<file path="src/rtl/mbgd_pkg.sv">
// Shared types, widths and narrowing helper for the MBGD gradient engine.
// Latency: n/a (package only).
// Backpressure: n/a (package only).
// Contents: FSM state encoding, data/accumulator/shift/counter widths,
// saturation limits, and narrow_data() which applies the MBGD_SAT_EN option
// (saturate when defined, two's-complement wrap when undefined).
package mbgd_pkg;

  localparam int DATA_W  = 8;   // w, b, x, y
  localparam int ERR_W   = 18;  // w*x + b - y without overflow
  localparam int ACCW_W  = 27;  // sum of up to 15 err*x products
  localparam int ACCB_W  = 22;  // sum of up to 15 err terms
  localparam int SHIFT_W = 3;   // learning-rate shift
  localparam int CNT_W   = 4;   // batch size / iteration count / sample index

  localparam int SAT_MAX = 127;
  localparam int SAT_MIN = -128;

  typedef enum logic [1:0] {
    ST_IDLE   = 2'd0,
    ST_FETCH  = 2'd1,
    ST_ACCUM  = 2'd2,
    ST_UPDATE = 2'd3
  } state_t;

  // Narrow an updated parameter back to DATA_W bits.
  function automatic logic signed [DATA_W-1:0] narrow_data(input logic signed [ACCW_W:0] v);
`ifdef MBGD_SAT_EN
    if (v > SAT_MAX) return DATA_W'(SAT_MAX);
    if (v < SAT_MIN) return DATA_W'(SAT_MIN);
    return v[DATA_W-1:0];
`else
    return v[DATA_W-1:0];
`endif
  endfunction

endpackage

</file>
<file path="src/rtl/mbgd_mac.sv">
// Error computation and batch accumulation for the MBGD gradient engine.
// Latency: sample captured on cap, folded into the accumulators on the next acc cycle.
// Backpressure: none; the engine FSM sequences cap/acc/clr.
// Ports: apb_pclk/resetn clock and async active-low reset; clr zeroes both
// accumulators; cap latches smp_x/smp_y; acc adds err*x into acc_w and err
// into acc_b, where err = w*x + b - y using the current model w, b.
module mbgd_mac
  import mbgd_pkg::*;
(
  input  logic                     apb_pclk,
  input  logic                     resetn,
  input  logic                     clr,
  input  logic                     cap,
  input  logic                     acc,
  input  logic signed [DATA_W-1:0] w,
  input  logic signed [DATA_W-1:0] b,
  input  logic signed [DATA_W-1:0] smp_x,
  input  logic signed [DATA_W-1:0] smp_y,
  output logic signed [ACCW_W-1:0] acc_w,
  output logic signed [ACCB_W-1:0] acc_b
);

  logic signed [DATA_W-1:0] x_q, y_q;
  logic signed [ERR_W-1:0]  w_e, b_e, x_e, y_e, err;
  logic signed [ACCW_W-1:0] prod;

  // Sign-extend every operand first so the arithmetic is done at ERR_W bits.
  assign w_e  = ERR_W'(w);
  assign b_e  = ERR_W'(b);
  assign x_e  = ERR_W'(x_q);
  assign y_e  = ERR_W'(y_q);
  assign err  = w_e * x_e + b_e - y_e;
  assign prod = ACCW_W'(err) * ACCW_W'(x_q);

  always_ff @(posedge apb_pclk or negedge resetn) begin
    if (!resetn) begin
      x_q   <= '0;
      y_q   <= '0;
      acc_w <= '0;
      acc_b <= '0;
    end else begin
      if (cap) begin
        x_q <= smp_x;
        y_q <= smp_y;
      end
      if (clr) begin
        acc_w <= '0;
        acc_b <= '0;
      end else if (acc) begin
        acc_w <= acc_w + prod;
        acc_b <= acc_b + ACCB_W'(err);
      end
    end
  end

endmodule

</file>
<file path="src/rtl/mbgd_grad_engine.sv">
// Mini-batch gradient-descent engine for a 1-D linear model y = w*x + b.
// Latency: per sample FETCH (>=1 cycle, waits on smp_valid) + ACCUM (1); UPDATE 1 cycle per batch.
// Backpressure: FETCH holds smp_req/smp_addr until smp_valid; start ignored while busy.
// Ports: apb_pclk, resetn (async active-low); start/batch_size/num_iters/
// lr_shift run request (sampled on start only); smp_req/smp_addr/smp_valid/
// smp_x/smp_y sample fetch handshake; w_out/b_out model; busy, done, state.
// Option: define MBGD_SAT_EN to saturate updated w/b, otherwise they wrap.
module mbgd_grad_engine
  import mbgd_pkg::*;
(
  input  logic                      apb_pclk,
  input  logic                      resetn,
  input  logic                      start,
  input  logic [CNT_W-1:0]          batch_size,
  input  logic [CNT_W-1:0]          num_iters,
  input  logic [SHIFT_W-1:0]        lr_shift,
  output logic                      smp_req,
  output logic [CNT_W-1:0]          smp_addr,
  input  logic                      smp_valid,
  input  logic signed [DATA_W-1:0]  smp_x,
  input  logic signed [DATA_W-1:0]  smp_y,
  output logic signed [DATA_W-1:0]  w_out,
  output logic signed [DATA_W-1:0]  b_out,
  output logic                      busy,
  output logic                      done,
  output logic [1:0]                state
);

  state_t state_q, state_d;

  logic [CNT_W-1:0]         batch_q, iter_q;
  logic [SHIFT_W-1:0]       shift_q;
  logic signed [DATA_W-1:0] w_q, b_q;
  logic                     done_q;

  logic                     start_run, last_smp, more_iters;
  logic                     mac_clr, mac_cap, mac_acc;
  logic signed [ACCW_W-1:0] acc_w;
  logic signed [ACCB_W-1:0] acc_b;
  logic signed [ACCW_W:0]   w_full;
  logic signed [ACCB_W:0]   b_full;

  // A start with an empty batch or zero iterations completes without a run.
  assign start_run  = start && (batch_size != '0) && (num_iters != '0);
  assign last_smp   = (smp_addr == batch_q - CNT_W'(1));
  assign more_iters = (iter_q != CNT_W'(1));

  mbgd_mac u_mac (
    .apb_pclk (apb_pclk),
    .resetn   (resetn),
    .clr      (mac_clr),
    .cap      (mac_cap),
    .acc      (mac_acc),
    .w        (w_q),
    .b        (b_q),
    .smp_x    (smp_x),
    .smp_y    (smp_y),
    .acc_w    (acc_w),
    .acc_b    (acc_b)
  );

  // >>> on a signed operand is an arithmetic shift, i.e. floor division.
  assign w_full = (ACCW_W+1)'(w_q) - (ACCW_W+1)'(acc_w >>> shift_q);
  assign b_full = (ACCB_W+1)'(b_q) - (ACCB_W+1)'(acc_b >>> shift_q);

  // State register
  always_ff @(posedge apb_pclk or negedge resetn) begin
    if (!resetn) state_q <= ST_IDLE;
    else         state_q <= state_d;
  end

  // Next-state logic
  always_comb begin
    state_d = state_q;
    case (state_q)
      ST_IDLE:   if (start_run) state_d = ST_FETCH;
      ST_FETCH:  if (smp_valid) state_d = ST_ACCUM;
      ST_ACCUM:  state_d = last_smp ? ST_UPDATE : ST_FETCH;
      ST_UPDATE: state_d = more_iters ? ST_FETCH : ST_IDLE;
      default:   state_d = ST_IDLE;
    endcase
  end

  // Output / control decode
  always_comb begin
    smp_req = 1'b0;
    mac_clr = 1'b0;
    mac_cap = 1'b0;
    mac_acc = 1'b0;
    case (state_q)
      ST_IDLE:   mac_clr = start_run;
      ST_FETCH: begin
        smp_req = 1'b1;
        mac_cap = smp_valid;
      end
      ST_ACCUM:  mac_acc = 1'b1;
      ST_UPDATE: mac_clr = more_iters;
      default:   ;
    endcase
  end

  // Run parameters, sample index, model and completion pulse
  always_ff @(posedge apb_pclk or negedge resetn) begin
    if (!resetn) begin
      smp_addr <= '0;
      batch_q  <= '0;
      iter_q   <= '0;
      shift_q  <= '0;
      w_q      <= '0;
      b_q      <= '0;
      done_q   <= 1'b0;
    end else begin
      done_q <= 1'b0;
      case (state_q)
        ST_IDLE: begin
          if (start_run) begin
            smp_addr <= '0;
            batch_q  <= batch_size;
            iter_q   <= num_iters;
            shift_q  <= lr_shift;
          end else if (start) begin
            done_q <= 1'b1;
          end
        end
        ST_ACCUM: begin
          if (!last_smp) smp_addr <= smp_addr + CNT_W'(1);
        end
        ST_UPDATE: begin
          w_q    <= narrow_data(w_full);
          b_q    <= narrow_data((ACCW_W+1)'(b_full));
          iter_q <= iter_q - CNT_W'(1);
          if (more_iters) smp_addr <= '0;
          else            done_q   <= 1'b1;
        end
        default: ;
      endcase
    end
  end

  assign w_out = w_q;
  assign b_out = b_q;
  assign busy  = (state_q != ST_IDLE);
  assign done  = done_q;
  assign state = state_q;

endmodule

</file>
<file path="config.mk">
export PLATFORM = sky130hd
export DESIGN_NAME = mbgd_grad_engine
export DESIGN_NICKNAME = d
export VERILOG_FILES = /design/src/rtl/mbgd_pkg.sv /design/src/rtl/mbgd_mac.sv /design/src/rtl/mbgd_grad_engine.sv
export SDC_FILE = /design/constraint.sdc
export NUM_CORES = 1
export LEC_CHECK = 0
export BUFFER_PORTS_ARGS = -buffer_cell sky130_fd_sc_hd__buf_2
export CAP_MARGIN = 15
export CORE_MARGIN = 2
export CORE_UTILIZATION = 30
export CTS_BUF_LIST = sky130_fd_sc_hd__clkbuf_2 sky130_fd_sc_hd__clkbuf_4 sky130_fd_sc_hd__clkbuf_8
export CTS_CLUSTER_SIZE = 14
export DETAILED_ROUTE_END_ITERATION = 12
export SETUP_SLACK_MARGIN = 0.3
export SYNTH_ARGS = -nofsm -noshare
export SYNTH_HDL_FRONTEND = slang
export SYNTH_HIERARCHICAL = 1
export SYNTH_SLANG_ARGS = --single-unit
</file>
<file path="constraint.sdc">
create_clock -name apb_pclk -period 11.1 [get_ports apb_pclk]
set_clock_uncertainty 0.15 [all_clocks]
set_input_delay 2.22 -clock apb_pclk [delete_from_list [all_inputs] [get_ports apb_pclk]]
set_output_delay 2.22 -clock apb_pclk [all_outputs]
set_load 0.01 [all_outputs]
</file>
# Word level (Yosys, flattened, before mapping)
# Index checks and enable logic that the tools add are counted.
dict set report classes {
  addsub 9
  multipliers 2
  n_eq_ne 9
  shifts 2
  muxes 23
  reduce_logical 13
}
# operator count
set ops {}
lappend ops {{$mux W27} 2}
lappend ops {{$mux W22} 2}
lappend ops {{$add A27 B26 Y27} 1}
lappend ops {{$sshr A27 B3 Y8} 1}
lappend ops {{$mul A18 B8 Y26} 1}
lappend ops {{$add A22 B18 Y22} 1}
lappend ops {{$sshr A22 B3 Y8} 1}
lappend ops {{$sub A18 B8 Y18} 1}
lappend ops {{$add A16 B8 Y17} 1}
lappend ops {{$mul A8 B8 Y16} 1}
lappend ops {{$mux W4} 4}
lappend ops {{$sub A8 B8 Y8} 2}
lappend ops {{$pmux W4 S3} 1}
lappend ops {{$ne A2 B2 Y1 const B} 4}
lappend ops {{$pmux W2 S4} 1}
lappend ops {{$pmux W4 S2} 1}
lappend ops {{$reduce_bool A4 Y1} 2}
lappend ops {{$sub A4 B1 Y4 const B} 2}
lappend ops {{$mux W1} 7}
lappend ops {{$mux W2} 3}
lappend ops {{$reduce_and A2 Y1} 3}
lappend ops {{$reduce_bool A2 Y1} 3}
lappend ops {{$add A4 B1 Y4 const B} 1}
lappend ops {{$eq A2 B2 Y1 const B} 2}
lappend ops {{other kinds (8)} 10}
dict set report word_totals {
  register_bits 99
  inputBits 31
  out_inout_bits 25
  elab_cells 70
}

# Depth between registers and ports, before layout
dict set report depth {
  ltp_word 7
  depth_mapped 39
  ltp_nobuf 37
}

# Hierarchy
# Netlist, hierarchy kept.
# module instances cells_each area_per_inst_um2 seq_area_each_um2
set modules_own_cells {}
lappend modules_own_cells {mbgd_mac 1 1392 12888.6 1626.6}
lappend modules_own_cells {mbgd_grad_engine 1 285 2979.1 850.8}

# Worst setup path after synthesis
# No wires, ideal clock.
dict set report synth_path {
  path_type {register to register}
  startpoint {register u_mac.x_q[7]}
  endpoint {register u_mac.acc_w[24]}
  setup_time_ns 0.122
  arrival_time_ns 9.181
  t_required_ns 10.828
  path_slack_ns 1.648
  stages_incl_launch_ff 34
  path_buffers 3
  synth_period_minus_slack_ns 9.452
  path_cell_list {dfrtp_1 clkbuf_1 clkinv_1 clkbuf_1 nor2_1 fa_1 fa_1 fa_1 inv_1 fa_1 fa_1 inv_1 ha_1 nand2_1 nor2_1 nand3_1 a41oi_1 a311o_1 buf_2 and2_1 inv_1 fa_1 inv_1 fa_1 fa_1 fa_1 ha_1 ha_1 a21o_1 a21o_1 a21oi_1 a31oi_1 or3_1 a32o_1}
}
dict set report synth_between {
  elab_chain_len 7
}
# item line_no
set synth_rtl {}
lappend synth_rtl {{from (decl)} mbgd_mac.sv:23} ;# logic signed [DATA_W-1:0] x_q, y_q;
lappend synth_rtl {{from (signal assigned)} mbgd_mac.sv:43} ;# x_q <= smp_x;
lappend synth_rtl {{$mul A8 B8 Y16} mbgd_mac.sv:32} ;# assign err = w_e * x_e + b_e - y_e;
lappend synth_rtl {{$add A16 B8 Y17} mbgd_mac.sv:32}
lappend synth_rtl {{$sub A18 B8 Y18} mbgd_mac.sv:32}
lappend synth_rtl {{$mul A18 B8 Y26 *} mbgd_mac.sv:33} ;# assign prod = ACCW_W'(err) * ACCW_W'(x_q);
lappend synth_rtl {{$add A27 B26 Y27 *} mbgd_mac.sv:50} ;# acc_w <= acc_w + prod;
lappend synth_rtl {{$mux W27 *} mbgd_mac.sv:49} ;# end else if (acc) begin
lappend synth_rtl {{$mux W27 *} mbgd_mac.sv:46} ;# if (clr) begin
lappend synth_rtl {{to (signal assigned)} mbgd_mac.sv:50}
lappend synth_rtl {{to (decl)} mbgd_mac.sv:19} ;# output logic signed [ACCW_W-1:0] acc_w,
# Every way passes the cells marked *; elsewhere a longest branch is shown, timed or not. The select of a mux whose other input is x is not followed.
# A chain may end at the register's enable or synchronous reset.

# Worst setup path after layout
dict set report layout_path {
  startpoint {register u_mac.x_q[0]}
  endpoint {register u_mac.acc_w[12]}
}
# Same word-level chain as after synthesis.

==> flow_summary.yaml <==
critical_path:
  endpoint: "u_mac/acc_w[12]"
  cp.arrival_ps: 9630
  critical_path.startpoint: "u_mac/x_q[0]"
  critPathKind: "reg -> reg"
  worstSetupEndpointType: "flop"
  path_max_fanout: 24
  r2r_end: "u_mac/acc_w[12]"
  crit_path_start_kind: "flop"
  cp.required_ps: 11230
  r2r_slack_ps: 1600
  rr_worst_depth: 27
  r2r_start: "u_mac/x_q[0]"
hold_path:
  hp-class: "reg -> reg"
clocking:
  clk_pin_slew_ps: 100
  cts_tree: "done"
  numClockSinks: 80
  post-cts-setup-buffer-count: 0
  cts_root_buf: "clkbuf_8"
  holdBufCountCts: 0
  cts_buffers: 9
  cts_resized: 0
  insertion_delay_ps: 400
  h-tree-depth: 3
  clockBufferDepth: 2
floorplan:
  core-area_sq_mm: 0.0385
  die_h_um: 201
  ioPinCount: 56
  rows: 72
  die-area_sq_mm: 0.0404
  die-width_um: 201
  initial_core_util: 0.303
job:
  max-cap-violations: 0
place:
  portBuffers: 55
  place_congestion: 0.837
  dpl.hpwl_um: 22000
synthesis:
  synth.avg_cell_area_sq_um: 9.37
  syn_nets: 1548
  syn_inst: 1244
  syn_area_sq_mm: 0.0117
  ys_warn_count: 6
route:
  viasPerCell: 4.66
  drtAntennaViolNets: 0
  finalWirelength_um: 27300
  drt_iter0_drc: 437
  drc_errors: 0
  wl_per_cell_um: 15.2
  vias: 8363
  dr.pass1.iters: 4
timing:
  fin_crit_ps: 9500
  max-slew-margin-rel: 0.237
  worst_pin_slew_ps: 1140
  drv_slew: 0
  fin_crit_sh: 0.856
  final-hold-violation-count: 0
  tns_ps: 0
  hold_slack_ps: 363
  fmax_ghz: 0.105
  setup_viol: 0
  grt_setup_unrepaired: "no"
global_route:
  overflow: 0
  grt_max_degree: 77
  antenna_found_initial: 0
  grt_usage: 0.144
  grt_pass1_vias: 8558
  grt_pass1_wl_um: 46400
final_layout:
  final_cell_mix: "253 x inv_1, 158 x fa_1, 118 x nand2_1"
  area_growth_pct: 8.62
  final_layout_size_suffix_gt1_frac: 0.102
  nNetsFinal: 1575
  antenna_cells: 0
  final_common_cell: "inv_1"
run_status:
  status: "completed"
## how the worst min path moves through the flow
stage | start | slack, ps | cells after the start | endpoint
2_1_floorplan | iter_q[1] | 320 | 2 | iter_q[1]
3_3_place_gp | iter_q[1] | 340 | 2 | iter_q[1]
3_5_place_dp | shift_q[1] | 340 | 1 | shift_q[1]
4_1_cts | shift_q[1] | 370 | 1 | shift_q[1]
5_1_grt | shift_q[1] | 390 | 1 | shift_q[1]
6_report | shift_q[1] | 360 | 1 | shift_q[1]
## area by class of cell
cell class | instances | area [sq um]
flip-flops and latches | 80 | 2000
well taps | 518 | 648
clock buffers | 9 | 124
repair buffers | 66 | 360
inverters | 255 | 957
clock inverters | 7 | 78.8
multi-input cells | 859 | 8490
fillers | 3992 | 25800
## flip-flops by register name (all words and copies together), names as in the netlist
| name | count |
|---|---|
| shift_q | 3 |
| b_out | 8 |
| u_mac/acc_w | 15 |
| u_mac/y_q | 8 |
| u_mac/acc_b | 15 |
| w_out | 8 |
| u_mac/x_q | 8 |
| iter_q | 4 |
| done | 1 |
| smp_addr | 4 |
| state | 2 |
| batch_q | 4 |
## routing by layer
metal  wire (um)  global-route usage  share of wire  vias up
li1            -                   -              -     3965
met1       12500               0.198           0.46     4222
met2       13500               0.241           0.49      148
met3         855              0.0172          0.031       28
met4         491              0.0392          0.018        0
met5           0                   0              0        -
## through the flow
step / utilization / instances / area, sq um / worst slack (ps)
after global routing: 0.329 / 1794 / 12700 / 970
after floorplan: - / 1244 / 11700 / 2420
after CTS: 0.329 / 1794 / 12700 / 1550
final: 0.329 / 1794 / 12700 / 1600
after global placement: 0.324 / 1778 / 12500 / 1700
after detailed placement: 0.324 / 1778 / 12500 / 1560
## critical path, cell delays in order, from the launching register on
cell and delay [ps]:
dfrtp_1 900, nand2_1 190, fa_1 580, inv_1 60, fa_1 480, fa_1 510, fa_1 500, inv_1 50
fa_1 480, inv_1 40, ha_1 310, xnor2_1 800, nand2_1 180, fa_1 540, fa_1 540, inv_1 50
fa_1 480, fa_1 520, fa_1 420, ha_1 330, o21ai_0 140, a21boi_0 170, o21ai_0 240, nand2_1 130
a21o_1 190, a211o_1 290, nand3_1 80, a21oi_1 70
Power is not shown: default switching activity piles up to over one toggle a cycle in this logic, so the estimate is an artifact.
